<file path="config.mk">
export PLATFORM = sky130hd
export DESIGN_NAME = hd_imem_loader
export DESIGN_NICKNAME = d
export VERILOG_FILES = /design/src/rtl/hd_imem_loader_pkg.sv /design/src/rtl/hd_imem_loader_addr_gen.sv /design/src/rtl/hd_imem_loader.sv
export SDC_FILE = /design/constraint.sdc
export NUM_CORES = 1
export LEC_CHECK = 0
export CORE_ASPECT_RATIO = 0.8
export CORE_UTILIZATION = 49
export CTS_BUF_LIST = sky130_fd_sc_hd__clkbuf_4 sky130_fd_sc_hd__clkbuf_8 sky130_fd_sc_hd__clkbuf_16
export CTS_CLUSTER_DIAMETER = 150
export DETAILED_ROUTE_END_ITERATION = 12
export PLACE_DENSITY = 0.94
export RECOVER_POWER = 50
export SKIP_LAST_GASP = 1
export SYNTH_ARGS = -nofsm -noshare
export SYNTH_HDL_FRONTEND = slang
export SYNTH_SLANG_ARGS = --single-unit
</file>
<file path="constraint.sdc">
create_clock -name clock -period 6.7 [get_ports clock]
set_input_delay 2.01 -clock clock [delete_from_list [all_inputs] [get_ports clock]]
set_output_delay 2.01 -clock clock [all_outputs]
set_load 0.01 [all_outputs]
</file>
<file path="src/rtl/hd_imem_loader_pkg.sv">
// hd_imem_loader_pkg
// Shared constants for the HD-to-instruction-memory program loader:
// geometry of process slots and HD tracks, the opcode list (FIM marks the
// last word of a program), loader error codes and the loader FSM encoding.
package hd_imem_loader_pkg;

  localparam int unsigned BLOCK_SIZE    = 200;
  localparam int unsigned NUM_SLOTS     = 10;
  localparam int unsigned HD_TRACK_SIZE = 200;
  localparam int unsigned NUM_PROGS     = 16;

  // Opcodes, instruction bits [31:26]
  localparam logic [5:0] OP_NOP  = 6'b000000;
  localparam logic [5:0] OP_ADDI = 6'b000001;
  localparam logic [5:0] OP_ADD  = 6'b000010;
  localparam logic [5:0] OP_SUB  = 6'b000011;
  localparam logic [5:0] OP_LW   = 6'b000100;
  localparam logic [5:0] OP_SW   = 6'b000101;
  localparam logic [5:0] OP_BEQ  = 6'b000110;
  localparam logic [5:0] OP_JMP  = 6'b000111;
  localparam logic [5:0] OP_FIM  = 6'b011111;

  typedef enum logic [1:0] {
    ERR_OK    = 2'b00,
    ERR_RANGE = 2'b01,
    ERR_TRUNC = 2'b10
  } err_t;

  typedef enum logic [2:0] {
    S_IDLE   = 3'd0,
    S_CHECK  = 3'd1,
    S_REQ    = 3'd2,
    S_WAIT   = 3'd3,
    S_WRITE  = 3'd4,
    S_FINISH = 3'd5
  } state_t;

endpackage

</file>
<file path="src/rtl/hd_imem_loader_addr_gen.sv">
// hd_imem_loader_addr_gen
// Word address of a fixed-size region: addr = base * SIZE + offset.
// Used once for the HD track address and once for the imem slot address.
//   base   in  5   region index (slot or program)
//   offset in  8   word offset inside the region
//   addr   out 32  resulting word address
module hd_imem_loader_addr_gen #(
  parameter int unsigned SIZE = 200
) (
  input  logic [4:0]  base,
  input  logic [7:0]  offset,
  output logic [31:0] addr
);

  assign addr = 32'(base) * SIZE + 32'(offset);

endmodule

</file>
<file path="src/rtl/hd_imem_loader.sv">
// hd_imem_loader
// Copies one program from the HD model into a process slot of instruction
// memory, one 32-bit word per HD read, stopping after the FIM word or when
// the slot is full.
// Optional build macro: LOADER_CHECKSUM_EN (running 32-bit sum of written
// words on checksum; without it checksum is tied to 0).
// Ports:
//   clock, reset              clock, synchronous active-high reset
//   start, slot, prog         load request, destination slot, source program
//   hd_rd_req/addr/valid/data HD read handshake
//   imem_we/addr/data         instruction-memory program-write port
//   load_end                  end-of-load strobe towards instruction memory
//   busy, done, err, words    status; err/words valid with done
//   checksum                  sum of written words (optional)
//
// state  | meaning
// IDLE   | waiting for start
// CHECK  | range check of latched slot/prog
// REQ    | HD read request issued for current offset
// WAIT   | holding request until HD data valid
// WRITE  | word on imem port; decide end of program / next word
// FINISH | done + load_end pulse
module hd_imem_loader
  import hd_imem_loader_pkg::*;
(
  input  logic        clock,
  input  logic        reset,
  input  logic        start,
  input  logic [4:0]  slot,
  input  logic [4:0]  prog,
  output logic        hd_rd_req,
  output logic [31:0] hd_rd_addr,
  input  logic        hd_rd_valid,
  input  logic [31:0] hd_rd_data,
  output logic        imem_we,
  output logic [31:0] imem_addr,
  output logic [31:0] imem_data,
  output logic        load_end,
  output logic        busy,
  output logic        done,
  output logic [1:0]  err,
  output logic [7:0]  words,
  output logic [31:0] checksum
);

  localparam logic [4:0] SLOT_LIMIT  = 5'(NUM_SLOTS);
  localparam logic [4:0] PROG_LIMIT  = 5'(NUM_PROGS);
  localparam logic [7:0] LAST_OFFSET = 8'(BLOCK_SIZE - 1);

  state_t      state;
  logic [4:0]  slot_q;
  logic [4:0]  prog_q;
  logic [7:0]  offset;
  logic [5:0]  op_q;
  logic [7:0]  rd_offset;
  logic [31:0] hd_addr_w;
  logic [31:0] imem_addr_w;

  // The HD address is registered on entry to REQ, so it is generated for the
  // offset about to be requested: 0 from CHECK, offset+1 from WRITE.
  assign rd_offset = (state == S_WRITE) ? offset + 8'd1 : 8'd0;

  hd_imem_loader_addr_gen #(.SIZE(HD_TRACK_SIZE)) u_hd_addr (
    .base   (prog_q),
    .offset (rd_offset),
    .addr   (hd_addr_w)
  );

  hd_imem_loader_addr_gen #(.SIZE(BLOCK_SIZE)) u_imem_addr (
    .base   (slot_q),
    .offset (offset),
    .addr   (imem_addr_w)
  );

  always_ff @(posedge clock) begin
    if (reset) begin
      state      <= S_IDLE;
      slot_q     <= '0;
      prog_q     <= '0;
      offset     <= '0;
      op_q       <= '0;
      hd_rd_req  <= 1'b0;
      hd_rd_addr <= '0;
      imem_we    <= 1'b0;
      imem_addr  <= '0;
      imem_data  <= '0;
      load_end   <= 1'b0;
      busy       <= 1'b0;
      done       <= 1'b0;
      err        <= ERR_OK;
      words      <= '0;
    end else begin
      imem_we  <= 1'b0;
      done     <= 1'b0;
      load_end <= 1'b0;
      unique case (state)
        S_IDLE: begin
          if (start) begin
            slot_q <= slot;
            prog_q <= prog;
            err    <= ERR_OK;
            words  <= '0;
            busy   <= 1'b1;
            state  <= S_CHECK;
          end
        end
        S_CHECK: begin
          if (slot_q >= SLOT_LIMIT || prog_q >= PROG_LIMIT) begin
            err      <= ERR_RANGE;
            busy     <= 1'b0;
            done     <= 1'b1;
            load_end <= 1'b1;
            state    <= S_FINISH;
          end else begin
            offset     <= '0;
            hd_rd_req  <= 1'b1;
            hd_rd_addr <= hd_addr_w;
            state      <= S_REQ;
          end
        end
        S_REQ: begin
          state <= S_WAIT;
        end
        S_WAIT: begin
          // Write strobe is registered here so it is high during WRITE.
          if (hd_rd_valid) begin
            op_q      <= hd_rd_data[31:26];
            hd_rd_req <= 1'b0;
            imem_we   <= 1'b1;
            imem_addr <= imem_addr_w;
            imem_data <= hd_rd_data;
            words     <= words + 8'd1;
            state     <= S_WRITE;
          end
        end
        S_WRITE: begin
          if (op_q == OP_FIM || offset == LAST_OFFSET) begin
            if (op_q != OP_FIM) err <= ERR_TRUNC;
            busy     <= 1'b0;
            done     <= 1'b1;
            load_end <= 1'b1;
            state    <= S_FINISH;
          end else begin
            offset     <= offset + 8'd1;
            hd_rd_req  <= 1'b1;
            hd_rd_addr <= hd_addr_w;
            state      <= S_REQ;
          end
        end
        S_FINISH: begin
          state <= S_IDLE;
        end
        default: begin
          state <= S_IDLE;
        end
      endcase
    end
  end

`ifdef LOADER_CHECKSUM_EN
  always_ff @(posedge clock) begin
    if (reset) begin
      checksum <= '0;
    end else if (state == S_IDLE && start) begin
      checksum <= '0;
    end else if (state == S_WAIT && hd_rd_valid) begin
      checksum <= checksum + hd_rd_data;
    end
  end
`else
  assign checksum = '0;
`endif

endmodule

</file>
==> flow_metrics.tcl, run 1 <==
set metrics [dict create \
    die_h_um 95.4 \
    cp.required_ns 6.88 \
    drive_gt1_frac 0.0300 \
    comb_power_share 0.232 \
    power_density_nw_per_um2 212 \
    min_period_ns 3.71 \
    syn_inst 664 \
    dr.pass1.iters 5 \
    synth_seq_area_share 0.345 \
    power_frac_seq 0.435 \
    hold_viol_final 0 \
    htree_levels 3 \
    async_reset_ff_frac 0 \
    postCtsSetupBuffers 0 \
    power.total_w 0.00140 \
    slew_violations 0 \
    start_kind "input port" \
    rsz0062_at_grt "false" \
    num_io_pins 189 \
    yosysWarnings 0 \
    drt-total-wl_um 11900 \
    worst_slack_ns 2.99 \
    clock_skew_ns 0.00908 \
    grt.total_usage 0.210 \
    antenna_left 0 \
    wl_per_cell_um 13.1 \
    stdcell_area_um2 6590 \
    crit_start "hd_rd_valid" \
    initial_core_util 0.513 \
    core-area_um2 10400 \
    clock_path_buffers 2 \
    p_leak_nw 2.84 \
    yosysTopAreaCellShare 0.345 \
    switching_power_w 0.000426 \
    synth_seq_cells 92 \
    r2r_start "slot_q[3]$_SDFFE_PP0P_" \
    cts_tree "done" \
    antenna_found_initial 0 \
    dp_slack_ns 2.65 \
    hold_class "reg -> reg" \
    critPathArrivalTime_ns 3.88 \
    yosys.cell_types.count 49 \
    die_x_um 119 \
    io_buffers 120 \
    fmax_mhz 270 \
    drc 0 \
    fin_crit_sh 0.553 \
    placementRows 33 \
    dieArea_um2 11300 \
    cts_buffers 9 \
    place_congestion 0.847 \
    setup_tns_ns 0 \
    syn_area_um2 5340 \
    worstHoldStart "hd_rd_addr[10]$_SDFFE_PP0P_" \
    grt_max_degree 71 \
    clock_latency_ns 0.33 \
    vias 4617 \
    dpl.hpwl_um 8820 \
    cts-root-buf "clkbuf_16" \
    grt_pass1_vias 3983 \
    swShare 0.305 \
    relSlewSlack 0.333 \
    synth_edf_count 0 \
    overflow 0 \
    synth_area_leader_cell "dfxtp_1" \
    status "finished clean" \
    avgSynthCellArea_um2 8.04 \
    routed_via_density 5.09 \
    antenna_cells 0 \
    synth_area_leaders "dfxtp_1, ha_1, buf_4, nand2_1, a21oi_1" \
    power.internal_w 0.000970 \
    worstSetupPathType "in -> reg" \
    ctsHoldBuffers 0 \
    drt_iter0_drc 291 \
    clock_power_share 0.334 \
    dpl_cell_area_um2 6320 \
    setup_viol 0 \
    ys.flop_type "dfxtp_1" \
    clock_sinks 92 \
    layout.nets 862 \
    crit_path_end_kind "register" \
    vdd_drop_max_mv 0.133 \
    grt_pass1_wl_um 19200 \
    cts_resized 0 \
    area_delta_synth_final_pct 23.5 \
    critical_path.max_fanout 42 \
    clk_pin_slew_ns 0.07 \
    drv_cap 0 \
    max_slew.worst_pin.slew_ns 1.00 \
]
-- power groups by stage --
stage,logic (W),registers (W),clock network (W)
floorplan,0.000246,0.000617,0
global placement,0.000316,0.000619,0
detailed placement,0.000325,0.000620,0
CTS,0.000329,0.000608,0.000475
global route,0.000364,0.000612,0.000498
finish,0.000324,0.000607,0.000466
-- cell usage in the layout (no fill, tap or decap), types with 19 or more instances in the layout --
| cell type | instances |
|---|---|
| a21oi_1 | 80 |
| clkdlybuf4s50_1 | 72 |
| conb_1 | 68 |
| dfxtp_1 | 92 |
| dlygate4sd3_1 | 47 |
| ha_1 | 50 |
| inv_1 | 27 |
| nand2_1 | 120 |
| nor2_1 | 41 |
| o21ai_0 | 19 |
-- logic make-up (layout without fill, tap and decap cells) --
kind of cell,Yosys count,count (layout),share of synthesized area
adders and majority gates,54,54,0.132
DFF,92,92,0.345
xor gates and xnor gates,25,25,0.0410
and+or+nand+nor,221,221,0.183
other,1,68,0.000703
buffers and inverters,129,165,0.143
muxes,1,1,0.00188
AOI/OAI and AO/OA,141,141,0.153
-- synthesized netlist by cell type, drive strengths merged, types with 8 or more instances --
cell    number
ha          50
clkbuf      25
xor2        10
buf         77
a21oi       80
nand2      120
o21ai       19
a211oi      13
xnor2       15
inv         27
nor2        42
nand3       14
dfxtp       92
nor3         8
-- stage by stage --
stage                     hold slack, ns  std cells  utilization
after floorplan                    0.469        731            -
after global placement             0.440        891        0.607
after detailed placement           0.443        891        0.607
after CTS                          0.451        907        0.634
after global routing               0.466        907        0.633
final                              0.445        907        0.633
-- flip-flops by register name, indices dropped and copies added, names as in the netlist --
name / cells
state: 3
err: 2
busy: 1
hd_rd_addr: 11
words: 8
done: 1
imem_data: 32
imem_addr: 14
hd_rd_req: 1
imem_we: 1
offset: 8
slot_q: 5
prog_q: 5
-- critical path, stage by stage --
cell	delay, ns
clkdlybuf4s50_1	0.48
inv_1	0.08
nor2_4	0.28
buf_4	0.44
and3_1	0.26
nand4_1	0.12
xor2_1	0.14
nor3_1	0.05
-- final timing paths --
kind	end	depth (start not counted)	slack, ns
hold / removal	hd_rd_addr[10]$_SDFFE_PP0P_	2	0.45
setup / recovery	words[7]$_SDFFE_PP0P_	8	2.99
hold reg to reg	hd_rd_addr[10]$_SDFFE_PP0P_	2	0.45
setup reg to reg	imem_addr[12]$_SDFFE_PP0P_	12	3.29
-- layout make-up --
type                            instances  area (um^2)
Timing Repair Buffer                  122         1210
Clock inverter                          6         41.3
Clock buffer                           10          233
Sequential cell                        92         1840
Tap cell                              140          175
Inverter                               27          101
Fill cell                             892         3810
Multi-Input combinational cell        510         2990
-- routing by layer --
layer	up-vias	wire [um]	global-route usage
met2	161	5700	0.349
li1	2303	-	-
met4	0	171	0.0601
met3	14	695	0.0377
met5	-	0	0
met1	2139	5350	0.282
Note: power is estimated with default switching activity, not from simulation.
==> run 2, diff against run 1 <==
--- a/config.mk
+++ b/config.mk
@@ -6,11 +6,11 @@
 export NUM_CORES = 1
 export LEC_CHECK = 0
 export CORE_ASPECT_RATIO = 0.8
-export CORE_UTILIZATION = 49
+export CORE_UTILIZATION = 46
 export CTS_BUF_LIST = sky130_fd_sc_hd__clkbuf_4 sky130_fd_sc_hd__clkbuf_8 sky130_fd_sc_hd__clkbuf_16
 export CTS_CLUSTER_DIAMETER = 150
 export DETAILED_ROUTE_END_ITERATION = 12
-export PLACE_DENSITY = 0.94
+export PLACE_DENSITY = 0.9
 export RECOVER_POWER = 50
 export SKIP_LAST_GASP = 1
 export SYNTH_ARGS = -nofsm -noshare
==> constraint.sdc (replaced) <==
create_clock -name clock -period 3.85 [get_ports clock]
set_input_delay 1.155 -clock clock [delete_from_list [all_inputs] [get_ports clock]]
set_output_delay 1.155 -clock clock [all_outputs]
set_load 0.01 [all_outputs]
==> flow_metrics.tcl, run 2 (synthesis gave the netlist of run 1 again) <==
set metrics [dict create \
    drt-total-wl_um 12000 \
    htree_levels 3 \
    worstSetupPathType "reg -> reg" \
    grt_max_degree 50 \
    worst_slack_ns 0.437 \
    violations "max-capacitance violations, max-slew violations" \
    reg_top3 "imem_data (32), imem_addr (14), hd_rd_addr (11)" \
    crit_chain "inv_1 > ha_1 > inv_1 > ha_1 > ha_1 > ha_1 > nand2b_1 > a2bb2oi_1 > or3_4 > or3_1 > or4_1 > nand3_1" \
    grt_pass1_wl_um 19400 \
    dp_slack_ns 0.459 \
    grt.total_usage 0.201 \
    core-area_um2 11100 \
    cp.required_ns 4.13 \
    slew_violations 50 \
    fillerInstances 1024 \
    cts_resized 0 \
    setup_viol 0 \
    clock_skew_ns 0.00643 \
    placementRows 34 \
    antenna_left 0 \
    critPathArrivalTime_ns 3.70 \
    antenna_found_initial 0 \
    clk_pin_slew_ns 0.07 \
    drv_cap 1 \
    dr.pass1.iters 4 \
    place_congestion 0.856 \
    min_period_ns 3.41 \
    largest-register "imem_data" \
    cts-root-buf "clkbuf_16" \
    crit_buf_inv 2 \
    setup_tns_ns 0 \
    vias 4485 \
    fin_crit_sh 0.886 \
    critical_path.max_fanout 7 \
    postCtsSetupBuffers 0 \
    crit_path_end_kind "register" \
    dpl.hpwl_um 8960 \
    post-route-util 0.600 \
    initial_core_util 0.483 \
    largest_register_ffs 32 \
    wl_per_cell_um 13.1 \
    die_h_um 98.3 \
    rsz0062_at_grt "false" \
    hold_viol_final 0 \
    ctsHoldBuffers 0 \
    crit_path_frequent_cell "ha_1" \
    p_leak_nw 2.91 \
    rr_worst_depth 12 \
    clock_path_buffers 2 \
    hold_class "reg -> reg" \
    clock_latency_ns 0.34 \
    slowest_stage "dfxtp_1" \
    most-common-layout-cells "nand2_1, dfxtp_1, a21oi_1, conb_1, dlygate4sd3_1" \
    worstHoldPathCells 2 \
    clock_sinks 92 \
    area_delta_synth_final_pct 24.4 \
    cpPeakStageDelay_ns 0.47 \
    io_buffers 120 \
    path_depth 12 \
    routed_via_density 4.91 \
    status "complete, but fails checks" \
    num_io_pins 189 \
    cp_top_family "simple AND/OR/NAND/NOR gates" \
    cts_tree "done" \
    layout.nets 865 \
    stdcell_area_um2 6640 \
    relSlewSlack -0.419 \
    cts_buffers 9 \
    vdd_drop_max_mv 0.267 \
    grt_pass1_vias 4142 \
    drive_gt1_frac 0.0338 \
    dieArea_um2 12000 \
    dpl_cell_area_um2 6350 \
    overflow 0 \
    antenna_cells 0 \
    start_kind "register" \
    drc 0 \
    power_density_nw_per_um2 375 \
    max_slew.worst_pin.slew_ns 2.13 \
    fmax_mhz 293 \
    drt_iter0_drc 269 \
    layout_commonest_cell "nand2_1" \
    die_x_um 122 \
]
==> run 2: worst reg2reg max path, cell delays in order (launching register included) <==
cell	delay (ns)
dfxtp_1	0.47
inv_1	0.08
ha_1	0.28
inv_1	0.04
ha_1	0.28
ha_1	0.30
ha_1	0.34
nand2b_1	0.16
a2bb2oi_1	0.15
or3_4	0.38
or3_1	0.39
or4_1	0.42
nand3_1	0.09
==> run 2: cell type report <==
class | count | area, um^2 | share of cell area
clock inverters | 6 | 53.8 | 0.00811
multi-input cells | 510 | 2990 | 0.450
flip-flops and latches | 92 | 1840 | 0.277
well taps | 144 | 180 | 0.0271
repair buffers | 125 | 1230 | 0.186
clock buffers | 10 | 239 | 0.0360
inverters | 27 | 101 | 0.0153
==> run 2: report_power, final <==
group | internal [W] | switching, W
Combinational | 0.000241 | 0.000325
Sequential | 0.00100 | 0.0000502
Clock | 0.000469 | 0.000402
Total | 0.00171 | 0.000777
==> run 2: stage by stage <==
stage | std cells | power [W] | hold WS (ns)
6_report | 914 | 0.00249 | 0.449
2_1_floorplan | 731 | 0.00150 | 0.469
3_3_place_gp | 898 | 0.00164 | 0.441
4_1_cts | 914 | 0.00252 | 0.453
3_5_place_dp | 898 | 0.00165 | 0.445
5_1_grt | 914 | 0.00263 | 0.478
==> run 2: path summary, 6_finish.rpt <==
kind,from,endpoint,slack (ns)
max,slot_q[3]$_SDFFE_PP0P_,imem_addr[12]$_SDFFE_PP0P_,0.44
min,imem_addr[13]$_SDFFE_PP0P_,imem_addr[13]$_SDFFE_PP0P_,0.45
max reg2reg,slot_q[3]$_SDFFE_PP0P_,imem_addr[12]$_SDFFE_PP0P_,0.44
min reg2reg,imem_addr[13]$_SDFFE_PP0P_,imem_addr[13]$_SDFFE_PP0P_,0.45
==> run 2: per-layer routing <==
layer / up-vias / wire, um / GRT usage
met5: - / 0 / 0
met4: 0 / 99 / 0.0535
met3: 8 / 597 / 0.0450
met2: 102 / 5640 / 0.321
met1: 2068 / 5650 / 0.270
li1: 2307 / - / -
